### src/rtl/id_ex_operand_stage.sv
// id_ex_operand_stage: ID/EX register feeding the ALU, with operand forwarding, stall refresh and flush.
// Define ID_EX_WB_FWD_EN to add MEM/WB forwarding below EX/MEM priority.
module id_ex_operand_stage #(
    parameter int XLEN   = 32,
    parameter int REG_AW = 5
) (
    input  logic              clk,
    input  logic              rst_n,
    input  logic              stall,
    input  logic              flush,
    input  logic              id_valid,
    input  logic [3:0]        id_alu_op,
    input  logic [REG_AW-1:0] id_rs1_addr,
    input  logic [REG_AW-1:0] id_rs2_addr,
    input  logic [XLEN-1:0]   id_rs1_data,
    input  logic [XLEN-1:0]   id_rs2_data,
    input  logic [XLEN-1:0]   id_pc,
    input  logic [XLEN-1:0]   id_imm,
    input  logic              id_op1_sel,
    input  logic              id_op2_sel,
    input  logic [REG_AW-1:0] id_rd_addr,
    input  logic              id_reg_write,
    input  logic              mem_fwd_valid,
    input  logic [REG_AW-1:0] mem_fwd_rd,
    input  logic [XLEN-1:0]   mem_fwd_data,
    input  logic              wb_fwd_valid,
    input  logic [REG_AW-1:0] wb_fwd_rd,
    input  logic [XLEN-1:0]   wb_fwd_data,
    output logic              ex_valid,
    output logic [3:0]        ex_alu_op,
    output logic [XLEN-1:0]   ex_operand1,
    output logic [XLEN-1:0]   ex_operand2,
    output logic [XLEN-1:0]   ex_store_data,
    output logic [REG_AW-1:0] ex_rd_addr,
    output logic              ex_reg_write,
    output logic [XLEN-1:0]   ex_pc
);
    localparam logic [3:0] ALU_ADD = 4'd0;

    logic              valid_q, valid_d, rw_q, rw_d, op1_sel_q, op1_sel_d, op2_sel_q, op2_sel_d;
    logic [3:0]        alu_q, alu_d;
    logic [XLEN-1:0]   op1_q, op1_d, op2_q, op2_d, sd_q, sd_d, pc_q, pc_d;
    logic [REG_AW-1:0] rd_q, rd_d, rs1_q, rs1_d, rs2_q, rs2_d;
    logic              bubble, load;
    logic [XLEN-1:0]   sd_load, sd_hold;

`ifndef ID_EX_WB_FWD_EN
    logic unused_wb;
    assign unused_wb = ^{wb_fwd_valid, wb_fwd_rd, wb_fwd_data};
`endif

    // x0 never forwards; EX/MEM wins over MEM/WB
    function automatic logic [XLEN-1:0] fwd(input logic [REG_AW-1:0] a, input logic [XLEN-1:0] rf);
        if (a == '0) fwd = '0;
        else if (mem_fwd_valid && mem_fwd_rd == a) fwd = mem_fwd_data;
`ifdef ID_EX_WB_FWD_EN
        else if (wb_fwd_valid && wb_fwd_rd == a) fwd = wb_fwd_data;
`endif
        else fwd = rf;
    endfunction

    always_comb begin
        bubble    = flush || (!stall && !id_valid);
        load      = !flush && !stall && id_valid;
        sd_load   = fwd(id_rs2_addr, id_rs2_data);
        sd_hold   = valid_q ? fwd(rs2_q, sd_q) : sd_q;
        valid_d   = bubble ? 1'b0 : load ? 1'b1 : valid_q;
        rw_d      = bubble ? 1'b0 : load ? id_reg_write : rw_q;
        alu_d     = bubble ? ALU_ADD : load ? id_alu_op : alu_q;
        rd_d      = bubble ? '0 : load ? id_rd_addr : rd_q;
        pc_d      = bubble ? '0 : load ? id_pc : pc_q;
        rs1_d     = bubble ? '0 : load ? id_rs1_addr : rs1_q;
        rs2_d     = bubble ? '0 : load ? id_rs2_addr : rs2_q;
        op1_sel_d = bubble ? 1'b0 : load ? id_op1_sel : op1_sel_q;
        op2_sel_d = bubble ? 1'b0 : load ? id_op2_sel : op2_sel_q;
        op1_d     = bubble ? '0 : load ? (id_op1_sel ? id_pc : fwd(id_rs1_addr, id_rs1_data))
                  : (valid_q && !op1_sel_q) ? fwd(rs1_q, op1_q) : op1_q;
        sd_d      = bubble ? '0 : load ? sd_load : sd_hold;
        op2_d     = bubble ? '0 : load ? (id_op2_sel ? id_imm : sd_load)
                  : (valid_q && !op2_sel_q) ? sd_hold : op2_q;
    end

    always_ff @(posedge clk or negedge rst_n) begin
        if (!rst_n) begin
            valid_q   <= 1'b0;
            rw_q      <= 1'b0;
            alu_q     <= ALU_ADD;
            op1_q     <= '0;
            op2_q     <= '0;
            sd_q      <= '0;
            rd_q      <= '0;
            pc_q      <= '0;
            rs1_q     <= '0;
            rs2_q     <= '0;
            op1_sel_q <= 1'b0;
            op2_sel_q <= 1'b0;
        end else begin
            valid_q   <= valid_d;
            rw_q      <= rw_d;
            alu_q     <= alu_d;
            op1_q     <= op1_d;
            op2_q     <= op2_d;
            sd_q      <= sd_d;
            rd_q      <= rd_d;
            pc_q      <= pc_d;
            rs1_q     <= rs1_d;
            rs2_q     <= rs2_d;
            op1_sel_q <= op1_sel_d;
            op2_sel_q <= op2_sel_d;
        end
    end

    assign ex_valid      = valid_q;
    assign ex_reg_write  = rw_q & valid_q;
    assign ex_alu_op     = alu_q;
    assign ex_operand1   = op1_q;
    assign ex_operand2   = op2_q;
    assign ex_store_data = sd_q;
    assign ex_rd_addr    = rd_q;
    assign ex_pc         = pc_q;
endmodule

### config.mk
export PLATFORM = sky130hd
export DESIGN_NAME = id_ex_operand_stage
export DESIGN_NICKNAME = d
export VERILOG_FILES = /design/src/rtl/id_ex_operand_stage.sv
export SDC_FILE = /design/constraint.sdc
export NUM_CORES = 1
export LEC_CHECK = 0
export CORE_MARGIN = 4
export CORE_UTILIZATION = 44
export CTS_CLUSTER_SIZE = 40
export DETAILED_ROUTE_END_ITERATION = 8
export GPL_TIMING_DRIVEN = 0
export HOLD_SLACK_MARGIN = 0.08
export PLACE_DENSITY = 0.88
export SLEW_MARGIN = 20
export SYNTH_ARGS = -nofsm -noshare
export SYNTH_HDL_FRONTEND = slang
export SYNTH_SLANG_ARGS = --single-unit
### constraint.sdc
create_clock -name clk -period 2.7 [get_ports clk]
set_clock_uncertainty 0.1 [all_clocks]
set_input_delay 0.27 -clock clk [delete_from_list [all_inputs] [get_ports clk]]
set_output_delay 0.27 -clock clk [all_outputs]
set_load 0.01 [all_outputs]
### Word-level counts from Yosys, hierarchy flattened

Cells that the tools add are included.

* memories kept: 0
* ROM bits: 0
* register bits: 151
* bits in latches: 0
* input port bits: 231
* bits in writable memories: 0
* output and inout bits: 139

* reduce and logical (&&, ||, !) cells: 24
* $mul: 0
* muxes and demuxes: 37
* divide/modulo/power cells: 0
* add/subtract/negate cells: 0
* $lt $le $gt $ge: 0
* eq/ne operators: 4
* shift-type cells: 0
* bitwise logic cells: 1

Operator list (number)
* 2-to-1 mux 32 bit: 21
* 2-to-1 mux 5 bit: 6
* equality test 5 bit: 4
* logical NOT 5 bit: 4
* logical AND 1 bit: 9
* 2-to-1 mux 1 bit: 8
* 2-to-1 mux 4 bit: 2
* nonzero test 3 bit: 2
* logical NOT 1 bit: 5
* nonzero test 4 bit: 1
* AND reduction 2 bit: 1
* nonzero test 2 bit: 1
* AND 1 bit: 1
* logical OR 1 bit: 1

### Longest topological paths before layout

* word-level depth: 8
* mapped depth: 9

### Worst setup path after synthesis

No wires, ideal clock.

* path type: reg-to-reg
* start point: register rs1_q[1]
* end point: register op1_q[10], in the netlist ex_operand1[10]
* arrival time: 1.763 ns
* slack: 0.716 ns
* setup time: 0.121 ns
* cell stages (with the launch flop): 6
* cell sequence: dfrtp_1 or4_4 o41ai_2 a21oi_2 clkbuf_1 a22o_1

* longest elaborated chain between the ends: 5

RTL lines
* start: declaration: RTL line 43 `logic [REG_AW-1:0] rd_q, rd_d, rs1_q, rs1_d, rs2_q, rs2_d;`
* start signal: assignment: RTL line 106 `rs1_q <= rs1_d;`
* logical NOT 5 bit: RTL line 54 `if (a == '0) fwd = '0;`
* 2-to-1 mux 32 bit: RTL line 54
* 2-to-1 mux 32 bit: RTL line 77 `: (valid_q && !op1_sel_q) ? fwd(rs1_q, op1_q) : op1_q;`
* 2-to-1 mux 32 bit (2 in series): RTL line 76 `op1_d = bubble ? '0 : load ? (id_op1_sel ? id_pc : fwd(id_rs1_addr, id_rs1_data))`
* end signal: assignment: RTL line 101 `op1_q <= op1_d;`
* end: declaration: RTL line 42 `logic [XLEN-1:0] op1_q, op1_d, op2_q, op2_d, sd_q, sd_d, pc_q, pc_d;`

Several ways; a longest one is shown, not always the timed one. The select of a mux whose other input is x is not followed.
A chain may end at the register's enable or synchronous reset.

### Final worst setup path

* start point: input mem_fwd_rd[0]
* end point: register sd_q[20], in the netlist ex_store_data[20]

* longest elaborated chain between the ends: 7

RTL lines
* start: declaration: RTL line 24 `input logic [REG_AW-1:0] mem_fwd_rd,`
* equality test 5 bit: RTL line 55 `else if (mem_fwd_valid && mem_fwd_rd == a) fwd = mem_fwd_data;`
* logical AND 1 bit: RTL line 55
* 2-to-1 mux 32 bit: RTL line 55
* 2-to-1 mux 32 bit: RTL line 54
* 2-to-1 mux 32 bit: RTL line 66 `sd_hold = valid_q ? fwd(rs2_q, sd_q) : sd_q;`
* 2-to-1 mux 32 bit (*) (2 in series): RTL line 78 `sd_d = bubble ? '0 : load ? sd_load : sd_hold;`
* net sd_d[20]: RTL line 42
* end signal: assignment: RTL line 90 `sd_q <= '0;`
* end signal: assignment: RTL line 103 `sd_q <= sd_d;`
* end: declaration: RTL line 42

Mark *: on every way through the listed nets, which the timed path passes. The rest lies on a longest branch.

==> flow_summary_export.csv <==
group,metric,value,unit
route,remaining_drc_errors,0,
timing,hold_viol_final,0,
worst_setup_path,crit_end,"ex_store_data[20]$_DFF_PN0_",
floorplan,dieArea,23100,um^2
timing,setup_viol,0,
synthesis,yosysUniqueCellTypes,42,
synthesis,synth_seq_area_share,41.4,%
route,drt_wl_total,38700,um
cts,htree_levels,4,
synthesis,ys.flop_type,"dfrtp_1",
cts,root_buffer,"clkbuf_16",
worst_setup_path,ff2ff_setup_slack,200,ps
pwr,power_density,486,nW/um^2
timing,tightest_slew,888,ps
global_route,grt_overflow,0,
pwr,pwr-share-comb,21.9,%
cts,cts.clk_slew.worst_paths,60,ps
worst_setup_path,critPathKind,"primary input to flip-flop",
synthesis,synth_warnings,0,
place,dp_hpwl,29500,um
global_route,grt_pass1_wl,59600,um
route,vias,10200,
worst_setup_path,startpoint_type,"primary input",
cells_and_area,fin_nets,1571,
floorplan,rows,52,
worst_hold_path,whs_path_depth,3,
cells_and_area,postLayoutCellArea,13400,um^2
cells_and_area,area_growth,47.1,%
synthesis,synth_edf_count,0,
synthesis,yosys.area_share.adder,0,%
synthesis,synth_top_family_by_area,"compound AO/OA/AOI/OAI gates",
timing,period_share,93.6,%
pwr,intPower,4690,uW
place,dp_cells,1591,
worst_setup_path,crit_arrival,2710,ps
synthesis,yosysTopAreaCell,"dfrtp_1",
global_route,first_global_vias,10300,
status,status,"complete, no violations",
cells_and_area,instances_no_fill,1623,
worst_setup_path,setup.worst_path.end_class,"flip-flop",
pwr,p_switching,1850,uW
synthesis,synth_top_area_share,41.4,%
synthesis,synth_cells,991,
cells_and_area,layout-drive-gt1-share,7.32,%
place,gp_congestion,0.935,
pwr,swShare,28.3,%
timing,worst_slew_margin_rel,40.8,%
worst_setup_path,required,2880,ps
job,drv_cap,0,
synthesis,synth_most_common_cell,"dfrtp_1",
timing,finalCriticalPeriod,2530,ps
synthesis,syn_area,9140,um^2
global_route,grt_max_degree,77,
place,port_buffers,329,
route,firstDrtPassIters,6,
pwr,pwr-share-seq,37.6,%
worst_hold_path,hold_path.class,"primary input to flip-flop",
synthesis,synth_common_cells,"151 x dfrtp_1, 99 x nand2_1, 98 x a21oi_1, 85 x a22o_1, 77 x clkbuf_1",
worst_setup_path,crit_path_start,"mem_fwd_rd[0]",
synthesis,synthesis.nets,1222,
route,post_drt_wl_per_cell,23.8,um
global_route,antenna_found_initial,3,
floorplan,dieWidth,152,um
synthesis,synthMuxAreaShare,3.51,%
floorplan,ios,370,
worst_setup_path,worst-path-max-fanout,10,
route,viasPerCell,6.28,
cts,tritoncts,"done",
pwr,clockPowerShare,40.5,%
floorplan,coreArea,20300,um^2
worst_setup_path,r2r-end,"ex_store_data[20]$_DFF_PN0_",
synthesis,synthSimpleGateAreaFrac,13.5,%
pwr,irDropWorstVdd,0.000386,V
synthesis,synth_area_per_cell,9.22,um^2
timing,rsz0062_at_grt,"false",
route,antenna_left,0,
worst_setup_path,reg2reg_depth,7,
route,dr.first_iter.drc_count,934,
timing,fmax,396,MHz
cts,cts.sinks,151,
floorplan,initial_core_util,45.0,%
floorplan,die_height,152,um
synthesis,synth_seq_cells,151,
synthesis,synth-compound-area-share,33.7,%
timing,drv_slew,0,
cts,cts_setup_buffers,0,
timing,hold_ws,252,ps
cts,clkLatencyLatePin,430,ps
cts,cts_buffers,17,
cts,clock_path_buffers,2,
synthesis,yosys.area_share.xor_xnor,1.92,%
synthesis,async_flop_share,100,%
synthesis,yosys-top-cells-area,"dfrtp_1 41%, a22o_1 8.1%, a21oi_1 5.4%, nand4_1 4.5%, nand2_1 4.1%",
place,placed_area,12800,um^2
global_route,grtUsageTotal,32.1,%
worst_setup_path,rr_startpoint,"rs2_q[3]$_DFFE_PN0N_",
pwr,p_leak,0.00507,uW
critical path, stage by stage:
cell and delay [ps]:
clkdlybuf4s50_1 620, xnor2_1 160, nand4_1 380, or2_1 360
clkbuf_1 180, clkbuf_1 260, a31oi_1 350, o22ai_1 120
cell type report:
class                           instances  area, um^2
Fill cell                            1669        6860
Clock buffer                           19         433
Multi-Input combinational cell        718        4810
Buffer                                118         533
Inverter                                3        11.3
Timing Repair Buffer                  331        3340
Tap cell                              270         338
Sequential cell                       151        3780
Clock inverter                         12         199
Antenna cell                            1        2.50
per-stage QoR:
stage	setup WS, ps	utilization, %	TNS (ps)	power [uW]
6_report	173	66.2	0	6530
5_1_grt	34.9	66.2	0	6730
4_1_cts	137	66.2	0	6520
3_5_place_dp	-282	63.1	-21600	3900
3_3_place_gp	-5040	62.9	-777320	3870
2_1_floorplan	716	-	0	3070
kinds of logic (layout without fill, tap and decap cells):
logic type,Yosys count,count (layout)
other,0,1
XOR/XNOR,20,20
buffers and inverters,122,483
AND/OR/NAND/NOR,220,220
AO/OA/AOI/OAI,446,446
multiplexers,32,32
flip-flops,151,151
sequential cells by signal, indices dropped and copies added, names as in the netlist:
signal / cells
ex_alu_op: 4
ex_operand1: 32
ex_operand2: 32
ex_pc: 32
ex_rd_addr: 5
ex_store_data: 32
ex_valid: 1
op1_sel_q: 1
op2_sel_q: 1
rs1_q: 5
rs2_q: 5
rw_q: 1
repair_timing:
action                                  4_1_cts  5_1_grt
endpoints found under the hold margin        75        0
endpoints found under the setup margin        0       10
hold buffers                                  1        0
gates resized for setup                       0        0
cell usage in the layout (no fill, tap or decap), types with 2 or more instances in the layout:
cell type and count:
clkbuf_1 78, buf_4 5, dfrtp_1 151, a211oi_1 4
o22ai_1 32, a31oi_1 32, nor4b_1 32, o21ai_0 65
nor2b_1 2, xor2_1 15, xnor2_1 5, o211ai_1 32
nand4_1 65, nor2_1 5, and2_1 4, clkinv_2 3
clkdlybuf4s50_1 328, a21oi_1 98, bufinv_16 5, inv_1 3
buf_1 10, nand2_1 99, nor4_2 2, nor4_1 2
inv_6 2, buf_2 21, buf_6 6, mux2i_1 32
a22o_1 85, clkbuf_16 17, a2bb2oi_1 32, a211oi_2 28
o21ai_1 33
power by group through the flow:
stage | clock [uW] | sequential, uW | combinational, uW
floorplan | 0 | 2520 | 547
global route | 2750 | 2460 | 1520
detailed placement | 0 | 2490 | 1410
global placement | 0 | 2490 | 1380
CTS | 2650 | 2450 | 1420
finish | 2650 | 2450 | 1430
worst min-delay path by stage:
stage / slack [ps] / start / to
6_report: 250 / id_op2_sel / op2_sel_q$_DFFE_PN0N_
5_1_grt: 280 / id_op2_sel / op2_sel_q$_DFFE_PN0N_
4_1_cts: 230 / id_op2_sel / op2_sel_q$_DFFE_PN0N_
3_5_place_dp: 170 / rst_n / ex_pc[7]$_DFFE_PN0N_
3_3_place_gp: 390 / rw_q$_DFFE_PN0N_ / rw_q$_DFFE_PN0N_
2_1_floorplan: -130 / rst_n / ex_alu_op[0]$_DFFE_PN0N_
layer usage:
| layer | vias to the layer above | track usage [%] | routed length (um) |
|---|---|---|---|
| met4 | 4 | 9.38 | 751 |
| met5 | - | 0 | 21 |
| met1 | 4962 | 42.2 | 15800 |
| met3 | 71 | 7.22 | 3420 |
| li1 | 4549 | - | - |
| met2 | 599 | 53.5 | 18700 |
No activity file was read; power rests on OpenSTA's default activity.
